--- src/rtl/fir_serial.sv ---
// rtl/fir_serial.sv - 7-tap serial FIR, one multiplier and one adder, 8 cycles per sample.
// Optional saturating accumulator: define FIR_SERIAL_SAT_EN.
module fir_serial (
  input  logic        Clk,
  input  logic        Rst_n,
  input  logic [7:0]  Xin,
  input  logic        Xin_valid,
  output logic        Xin_ready,
  input  logic [7:0]  B0,
  input  logic [7:0]  B1,
  input  logic [7:0]  B2,
  input  logic [7:0]  B3,
  input  logic [7:0]  B4,
  input  logic [7:0]  B5,
  input  logic [7:0]  B6,
  output logic [15:0] Yout,
  output logic        Yout_valid
);

  typedef enum logic {IDLE = 1'b0, MAC = 1'b1} state_t;

  state_t      state;
  logic [7:0]  x_dly [0:6];
  logic [7:0]  coef  [0:6];
  logic [15:0] acc;
  logic [2:0]  tap;

  logic [7:0]  x_sel;
  logic [7:0]  b_sel;
  logic [15:0] product;
  logic [15:0] term;
  logic [15:0] sum;
`ifdef FIR_SERIAL_SAT_EN
  logic [16:0] sum_wide;
`endif

  always_comb begin
    x_sel = 8'd0;
    b_sel = 8'd0;
    case (tap)
      3'd0: begin x_sel = x_dly[0]; b_sel = coef[0]; end
      3'd1: begin x_sel = x_dly[1]; b_sel = coef[1]; end
      3'd2: begin x_sel = x_dly[2]; b_sel = coef[2]; end
      3'd3: begin x_sel = x_dly[3]; b_sel = coef[3]; end
      3'd4: begin x_sel = x_dly[4]; b_sel = coef[4]; end
      3'd5: begin x_sel = x_dly[5]; b_sel = coef[5]; end
      3'd6: begin x_sel = x_dly[6]; b_sel = coef[6]; end
      default: begin x_sel = 8'd0; b_sel = 8'd0; end
    endcase
    // Q5.3 * Q2.6 gives Q7.9; dropping one fraction bit aligns it to Q8.8.
    product = 16'(x_sel) * 16'(b_sel);
    term    = {1'b0, product[15:1]};
`ifdef FIR_SERIAL_SAT_EN
    sum_wide = {1'b0, acc} + {1'b0, term};
    sum      = sum_wide[16] ? 16'hFFFF : sum_wide[15:0];
`else
    sum      = acc + term;
`endif
  end

  always_ff @(posedge Clk) begin
    if (!Rst_n) begin
      state      <= IDLE;
      acc        <= 16'd0;
      tap        <= 3'd0;
      Yout       <= 16'd0;
      Yout_valid <= 1'b0;
      Xin_ready  <= 1'b1;
      for (int i = 0; i < 7; i++) begin
        x_dly[i] <= 8'd0;
        coef[i]  <= 8'd0;
      end
    end else begin
      Yout_valid <= 1'b0;
      case (state)
        IDLE: begin
          if (Xin_valid) begin
            x_dly[0] <= Xin;
            for (int i = 1; i < 7; i++) x_dly[i] <= x_dly[i-1];
            coef[0]   <= B0;
            coef[1]   <= B1;
            coef[2]   <= B2;
            coef[3]   <= B3;
            coef[4]   <= B4;
            coef[5]   <= B5;
            coef[6]   <= B6;
            acc       <= 16'd0;
            tap       <= 3'd0;
            state     <= MAC;
            Xin_ready <= 1'b0;
          end
        end
        MAC: begin
          if (tap == 3'd6) begin
            Yout       <= sum;
            Yout_valid <= 1'b1;
            Xin_ready  <= 1'b1;
            state      <= IDLE;
          end else begin
            acc <= sum;
            tap <= tap + 3'd1;
          end
        end
        default: begin
          state     <= IDLE;
          Xin_ready <= 1'b1;
        end
      endcase
    end
  end

endmodule

--- config.mk ---
export PLATFORM = sky130hd
export DESIGN_NAME = fir_serial
export DESIGN_NICKNAME = d
export VERILOG_FILES = /design/src/rtl/fir_serial.sv
export SDC_FILE = /design/constraint.sdc
export NUM_CORES = 1
export LEC_CHECK = 0
export ABC_AREA = 1
export CAP_MARGIN = 25
export CELL_PAD_IN_SITES_DETAIL_PLACEMENT = 1
export CELL_PAD_IN_SITES_GLOBAL_PLACEMENT = 1
export CORE_UTILIZATION = 44
export CTS_CLUSTER_DIAMETER = 60
export DETAILED_ROUTE_END_ITERATION = 12
export GPL_TIMING_DRIVEN = 0
export PLACE_DENSITY = 0.88
export SLEW_MARGIN = 10
export SYNTH_ARGS = -nofsm -noshare
export SYNTH_HDL_FRONTEND = slang
export SYNTH_SLANG_ARGS = --single-unit
--- constraint.sdc ---
create_clock -name Clk -period 7.2 [get_ports Clk]
set_clock_uncertainty 0.2 [all_clocks]
set_input_delay 1.08 -clock Clk [delete_from_list [all_inputs] [get_ports Clk]]
set_output_delay 1.08 -clock Clk [all_outputs]
set_load 0.02 [all_outputs]
; ---- Yosys cells after proc, flatten, opt, wreduce, memory -nomap -nowiden
; Memory sizes are Yosys's and may differ from the RTL's.
; Index checks and enable logic that the tools add are counted.
; W data, S select, Z words.
[word_totals]
reg_bits = 38
mem_bits_rw = 112
input_bits = 67
output_inout_bits = 18
wordCells = 73
memories = 2
[op_classes]
addsub = 2
mul = 1
n_eq_ne = 9
muxes = 33
bitwise = 15
reduce_logical = 5
[memory_table]
columns = name, depth, word_bits, read_ports, rd_clocked_by_memory_dff, wr, line
row1 = coef, 7, 8, 7, 0, 7, 24  ; logic [7:0] coef [0:6];
row2 = x_dly, 7, 8, 7, 0, 7, 23  ; logic [7:0] x_dly [0:6];
[ops]
columns = op, n
row1 = $mux W8, 14
row2 = $pmux W8 S7, 2
row3 = $mux W16, 2
row4 = $pmux W16 S2, 1
row5 = $add A16 B15 Y16, 1
row6 = $mul A8 B8 Y16, 1
row7 = $or A1 B1 Y1, 14
row8 = $eq A3 B3 Y1 const B, 3
row9 = $mux W1, 9
row10 = $reduce_and A2 Y1, 4
row11 = $eq A3 B2 Y1 const B, 2
row12 = $mux W3, 2
row13 = $pmux W3 S2, 1
row14 = $ne A2 B2 Y1 const B, 2
row15 = $pmux W1 S2, 2
row16 = $add A3 B1 Y3 const B, 1
row17 = $eq A3 B1 Y1 const B, 1
row18 = $logic_not A3 Y1, 1
row19 = $ne A2 B1 Y1 const B, 1
row20 = $not A1 Y1, 1

; ---- Longest topological paths before layout
; Gate-level depths: netlist of the first run.
[logic_depth]
word_depth = 6
mapped_depth = 35
depth_no_buf = 34

; ---- Least setup slack after synthesis of the first run
; Ideal clock, no wire load.
[synth_timing]
path_type = register -> register
from = register tap[2]
to = register acc[13]
setup_time_ns = 0.132
arrival_time_ns = 5.821
required_ns = 6.868
slack_ns = 1.047
path_stages_with_launch = 34
cell_sequence = dfxtp_1 inv_2 buf_4 ha_1 buf_2 inv_1 o22ai_1 a221oi_1 nand2_1 nand2_1 inv_1 fa_1 inv_1 fa_1 inv_1 fa_1 inv_1 fa_1 inv_1 ha_1 a21oi_1 o21ai_0 a21oi_1 o21ai_0 xor2_1 ha_1 nand2_1 nor2_1 and2_1 nand2_1 nand2_1 nand2_1 nand3_1 a21oi_1
[synth_via]
elab_chain_len = 6
elab_cells_between_ends = 15
[synth_lines]
columns = element, line
row1 = from (decl), 26  ; logic [2:0] tap;
row2 = from (signal assigned), 101  ; tap <= tap + 3'd1;
row3 = "$eq A3 B3 Y1, or another cell as far along", "40, 94"
row4 = $pmux W8 S7, 40  ; case (tap)
row5 = $mul A8 B8 Y16, 51  ; product = 16'(x_sel) * 16'(b_sel);
row6 = $add A16 B15 Y16, 57  ; sum = acc + term;
row7 = $mux W16, 94  ; if (tap == 3'd6) begin
row8 = $pmux W16 S2, 75  ; case (state)
row9 = to (signal assigned), 100  ; acc <= sum;
row10 = to (decl), 25  ; logic [15:0] acc;
; Several ways; a longest one is shown, not always the timed one. The select of a mux whose other input is x is not followed.
; A chain may end at the register's enable or synchronous reset.

; ---- Final worst setup path of the first run
[layout_timing]
from = register tap[0]
to = register acc[15]
; Same word-level chain as after synthesis.

==> metrics.yaml, run 1 <==
outcome: "finished clean"
hold_class: "reg -> reg"
dpl.cell_count: 1461
post-route-min-period_ps: 7030
insertion_delay_ps: 450
grt_util_met1_pct: 29.4
drv_cap: 0
timing.rr.start: "tap[0]"
multi_input_area_um2: 4150
wire_per_inst_um: 18.8
drtIter0Drc: 534
die_width_um: 148
hold_buffers: 0
num_antenna_cells: 0
dieArea_um2: 21900
synthCells: 1106
drive_above_1_share_pct: 8.16
clk_pin_slew_ps: 70
finalNetCount: 1386
synth_area_um2: 9360
synthArstFlopShare_pct: 0
wirelength_mm: 28.3
initial_utilization_pct: 45.5
synth_top_area_cell: "edfxtp_1"
crit_start: "tap[0]"
max_stage_delay_ps: 570
dp_slack_ps: -148
vias: 7974
stdcell_count: 1508
fp.coreArea_um2: 20600
globalplace.congestion: 0.832
synth-edff-count: 112
synth_flop_cell: "edfxtp_1"
hold_violations: 0
timing.final.ws_setup_ps: 167
post-route-period-util_pct: 97.7
grt_antenna_before_repair: 0
grt_usage_pct: 26.5
final_util_pct: 55.2
grt_pass1_wl_mm: 43.6
ff_latch_area_um2: 4130
top_usage_layer: "met2"
use_met2_pct: 48.7
tightest_slew_ps: 831
die_h_um: 148
nFillCells: 2464
start_kind: "flip-flop"
setup_viol: 0
drc: 0
viasPerCell: 5.29
vdd_drop_max_mv: 0.185
maxSlewHeadroom_pct: 44.6
syn_area_per_cell_um2: 8.46
cp_data_arrival_time_ps: 7130
area_growth_pct: 21.2
ys_seq_elements: 150
hold_start: "Yout[11]"
antenna_left: 0
cp.required_ps: 7300
cts_tree: "done"
synth.area.top_cells: "edfxtp_1 36%, inv_1 11%, nand2_1 10%"
overflow: 0
grtUsageMet3_pct: 4.78
crit_type: "reg -> reg"
cts_buffers: 17
clockBufferDepth: 2
synth_top_area_share_pct: 35.9
post-dp-hpwl_mm: 19.5
h-tree-depth: 4
clkSinkCount: 150
final_max_slew_viol_count: 0
yosys_warnings: 0
fmax_mhz: 142
dr.pass1.iters: 5
synth_nets: 1267
root_buffer: "clkbuf_16"
pin_count: 85
portBuffers: 84
rows: 52
cp_common_cell: "inv_1"
grt_start_max_net_pins: 63
endpoint_kind: "flip-flop"
seq_area_frac_synth_pct: 44.1
grt_pass1_vias: 8527
cp_max_fo: 10
powerDensity_nw_per_um2: 239
yosysUniqueCellTypes: 44
slowest_stage: "fa_1"
power_leakage_nw: 5.76
-- cells in the final DEF (no fill, tap or decap), drive strengths merged --
cell / count
nor3: 2
a21oi: 42
edfxtp: 112
a31oi: 2
clkinv: 5
o21a: 1
nand3b: 3
and2: 1
xnor2: 6
or2: 5
o22ai: 15
nor2: 126
a22o: 13
a221oi: 7
xor2: 8
inv: 281
o2111ai: 1
nand3: 46
o21ai: 9
o211ai: 1
nand2: 259
nand4: 10
a211oi: 1
ha: 57
buf: 30
clkdlybuf4s50: 84
fa: 37
a211o: 1
clkbuf: 28
o31ai: 1
clkinvlp: 3
a32o: 2
dfxtp: 38
o221ai: 1
-- worst paths after layout --
| check | endpoint | slack [ps] | depth (start not counted) |
|---|---|---|---|
| setup / recovery | acc[15] | 170 | 33 |
| hold / removal | Yout[11] | 250 | 2 |
| setup reg to reg | acc[15] | 170 | 33 |
| hold reg to reg | Yout[11] | 250 | 2 |
-- sequential cells by signal (all words and copies together) (netlist names) --
register / cells
tap: 3
coef: 56
x_dly: 56
Xin_ready: 1
Yout: 16
acc: 16
state: 1
Yout_valid: 1
-- stage by stage --
stage | instance area [um2] | TNS, ps | hold slack [ps] | power [mW]
2_1_floorplan | 9360 | 0 | 243 | 1.55
3_3_place_gp | 10500 | 0 | 235 | 1.74
3_5_place_dp | 10600 | -483 | 243 | 1.78
4_1_cts | 11200 | 0 | 259 | 2.69
5_1_grt | 11300 | -487 | 270 | 2.83
6_report | 11300 | 0 | 252 | 2.71
-- cell usage after synthesis (all sizes together), types with 6 or more instances --
library cell and instances:
xor2 8, nand4 10, a221oi 7, o22ai 15, nand3 46, edfxtp 112
xnor2 6, clkbuf 10, inv 273, fa 37, o21ai 9, a22o 13
nand2 259, nor2 126, ha 57, dfxtp 38, a21oi 42, buf 15
-- worst max-delay path, delay by kind of cell (launching register included) --
kind            cells  cell delay, ps
buf+inv            10             860
compound gates      7            1300
flops               1             420
xor+xnor            1             150
fa+ha+maj           7            2930
simple gates        8            1030
-- cells by family after synthesis --
| kind of cell | synth area share [%] |
|---|---|
| buffers and inverters | 12.4 |
| DFF | 44.1 |
| xor gates and xnor gates | 1.31 |
| AOI/OAI and AO/OA | 6.78 |
| and+or+nand+nor | 19.9 |
| adders and majority gates | 15.5 |
-- repair_timing --
item	4_1_cts	5_1_grt
gates cloned	0	0
pin swaps	3	8
setup buffers	5	10
endpoints found under the setup margin	7	8
gates resized for setup	4	18
-- per-layer routing --
| layer | wire length [um] | part of all wire [%] |
|---|---|---|
| met4 | 1050 | 3.7 |
| met5 | 0 | 0 |
| met3 | 1160 | 4.1 |
| met2 | 15000 | 53 |
| met1 | 11100 | 39 |
-- power by group --
part	switching (mW)	internal (mW)
sequential	0.0294	0.999
combinational	0.496	0.285
clock	0.436	0.463
total	0.962	1.75
-- final cells by class --
type                            instances  share of cell area, %
Buffer                                 25                   1.18
Clock buffer                           17                   3.75
Clock inverter                         15                   1.39
Inverter                              274                   9.12
Multi-Input combinational cell        657                   36.6
Sequential cell                       150                   36.4
Tap cell                              270                   2.98
Timing Repair Buffer                  100                   8.65
Power figures use the tool's default switching activity.
==> inputs of run 2 (changes only) <==
--- a/config.mk
+++ b/config.mk
@@ -9,12 +9,13 @@
 export CAP_MARGIN = 25
 export CELL_PAD_IN_SITES_DETAIL_PLACEMENT = 1
 export CELL_PAD_IN_SITES_GLOBAL_PLACEMENT = 1
+export CORE_ASPECT_RATIO = 0.5
 export CORE_UTILIZATION = 44
 export CTS_CLUSTER_DIAMETER = 60
 export DETAILED_ROUTE_END_ITERATION = 12
 export GPL_TIMING_DRIVEN = 0
 export PLACE_DENSITY = 0.88
-export SLEW_MARGIN = 10
+export SLEW_MARGIN = 20
 export SYNTH_ARGS = -nofsm -noshare
 export SYNTH_HDL_FRONTEND = slang
 export SYNTH_SLANG_ARGS = --single-unit
==> run 2 against run 1 <==
Against the previous run:
- final cell count is 0.46% higher
- wire length is 6.2% higher
- clock-buffer cell count stayed put
- register-to-register slack better by 60 ps
- sequential share of layout area is 0.25 points lower
- power is 2.0% higher
- core utilization hardly changed
- final area is 0.71% higher
- critical path depth is 1 lower
- first-iteration DRC count is 0.75% higher
- largest cell class unchanged
- highest routed layer unchanged
==> metrics.yaml, run 2 (synthesis gave the netlist of run 1 again) <==
setup_viol: 0  # unchanged
dr.pass1.iters: 5  # unchanged
place_area_um2: 10600  # about the same
cts_buffers: 17  # unchanged
post-dp-hpwl_mm: 20.6  # was 19.5 mm
num_antenna_cells: 0  # unchanged
nFillCells: 2426  # was 2464
initial_utilization_pct: 45.2  # was 45.5%
crit_type: "reg -> reg"  # unchanged
area_growth_pct: 22.1  # was 21.2%
endpoint_kind: "flip-flop"  # unchanged
pin_count: 85  # unchanged
overflow: 0  # unchanged
root_buffer: "clkbuf_16"  # unchanged
finalNetCount: 1390  # was 1386
maxSlewHeadroom_pct: 46.1  # was 44.6%
power_leakage_nw: 5.79  # was 5.76 nW
post-route-min-period_ps: 6970  # was 7030 ps
hold_violations: 0  # unchanged
hold_start: "Yout[9]"  # was Yout[11]
final_cell_area_um2: 11400  # was 11300 um2
start_kind: "flip-flop"  # unchanged
post-route-period-util_pct: 96.9  # was 97.7%
portBuffers: 84  # unchanged
grt_usage_pct: 26.9  # was 26.5%
grt_antenna_before_repair: 0  # unchanged
cp_max_fo: 10  # unchanged
clockBufferDepth: 2  # unchanged
wire_per_inst_um: 19.8  # was 18.8 um
power.total_mw: 2.76  # was 2.71 mW
rows: 37  # was 52
final_util_pct: 55.2  # about the same
tightest_slew_ps: 808  # was 831 ps
grt_start_max_net_pins: 58  # was 63
grt_pass1_vias: 8591  # was 8527
clkSinkCount: 150  # unchanged
multi_input_area_um2: 4180  # was 4150 um2
die_h_um: 105  # was 148 um
powerDensity_nw_per_um2: 242  # was 239 nW/um2
reg2reg_slack_ps: 230  # was 170 ps
wirelength_mm: 30.1  # was 28.3 mm
crit_start: "tap[2]"  # was tap[0]
viasPerCell: 5.29  # about the same
layout_commonest_cell: "inv_1"  # unchanged
globalplace.congestion: 0.849  # was 0.832
fp.coreArea_um2: 20700  # was 20600 um2
cp.required_ps: 7310  # was 7300 ps
timing.rr.start: "tap[2]"  # was tap[0]
h-tree-depth: 4  # unchanged
final_max_slew_viol_count: 0  # unchanged
insertion_delay_ps: 460  # was 450 ps
grt_pass1_wl_mm: 44.4  # was 43.6 mm
dieArea_um2: 21900  # about the same
cts_tree: "done"  # unchanged
ff_latch_area_um2: 4130  # unchanged
outcome: "finished clean"  # unchanged
cp_data_arrival_time_ps: 7090  # was 7130 ps
drtIter0Drc: 538  # was 534
die_width_um: 208  # was 148 um
vdd_drop_max_mv: 0.169  # was 0.185 mV
slowest_stage: "fa_1"  # unchanged
drive_above_1_share_pct: 8.53  # was 8.16%
clk_pin_slew_ps: 70  # about the same
hold_class: "reg -> reg"  # unchanged
vias: 8019  # was 7974
drv_cap: 0  # unchanged
antenna_left: 0  # unchanged
drc: 0  # unchanged
fmax_mhz: 143  # was 142 MHz
final_cell_mix: "264 x inv_1, 248 x nand2_1, 123 x nor2_1, 112 x edfxtp_1, 84 x clkdlybuf4s50_1"  # was 264 x inv_1, 249 x nand2_1, 121 x nor2_1, 112 x edfxtp_1, 84 x clkdlybuf4s50_1
cp_common_cell: "nand2_1"  # was inv_1
max_stage_delay_ps: 550  # was 570 ps
largestRegisters: "coef: 56 flops, x_dly: 56 flops"  # unchanged
-- run 2: cell types whose count changed in the layout (fill, tap and decap cells not counted), moves of 2 or more --
cell | previous run | this run
inv_6 | 5 | 3
nor2_1 | 121 | 123
buf_4 | 17 | 21
clkinv_4 | 0 | 3
nor2_2 | 4 | 1
clkinv_8 | 3 | 0
bufinv_16 | 0 | 2
a221oi_1 | 4 | 2
-- run 2: worst max-delay path, delay by kind of cell (launching register included) --
| kind | cells | cell delay [ps] |
|---|---|---|
| XOR/XNOR | 1 | 170 |
| adder cells (fa/ha/maj) | 7 | 2880 |
| flip-flops | 1 | 400 |
| AO/OA/AOI/OAI | 7 | 1020 |
| AND/OR/NAND/NOR | 9 | 1110 |
| buffers and inverters | 8 | 1050 |
-- run 2: cell type report --
cell class | instances | share of cell area (%)
Buffer | 25 | 1.20
Multi-Input combinational cell | 657 | 36.6
Clock inverter | 15 | 1.49
Timing Repair Buffer | 104 | 8.85
Clock buffer | 17 | 3.72
Sequential cell | 150 | 36.1
Tap cell | 273 | 2.99
Inverter | 274 | 9.06
-- run 2: metrics by stage --
stage	hold slack, ps	std cells	setup slack (ps)	setup TNS [ps]
CTS	258	1498	7.71	0
global placement	237	1463	149	0
detailed placement	244	1464	-129	-399
floorplan	243	1106	1050	0
finish	252	1515	225	0
global route	282	1515	-86.0	-239
-- run 2: timing repair --
item                                   CTS  global route
endpoints found under the hold margin    0             0
cloned                                   0             0
resized for setup                        5            23
hold buffers                             0             0
setup buffers                            2            17
pin swaps                                1            13
setup endpoints to repair                8            13
-- run 2: where the power goes --
group	leakage, nW	switching, mW	internal [mW]
combinational	3.99	0.493	0.288
clock	0.288	0.431	0.520
sequential	1.52	0.0319	1.00
total	5.79	0.956	1.81
-- run 2: layer usage --
layer	track usage [%]	vias up	part of all wire, %
li1	-	3687	-
met1	31.2	3983	40
met2	48.4	280	51
met3	5.83	69	6.2
met4	10.6	0	2.8
met5	0	-	0
-- run 2: worst paths after layout --
path,to,cells past startpoint
min,Yout[9],2
max reg2reg,acc[13],32
max,acc[13],32
min reg2reg,Yout[9],2
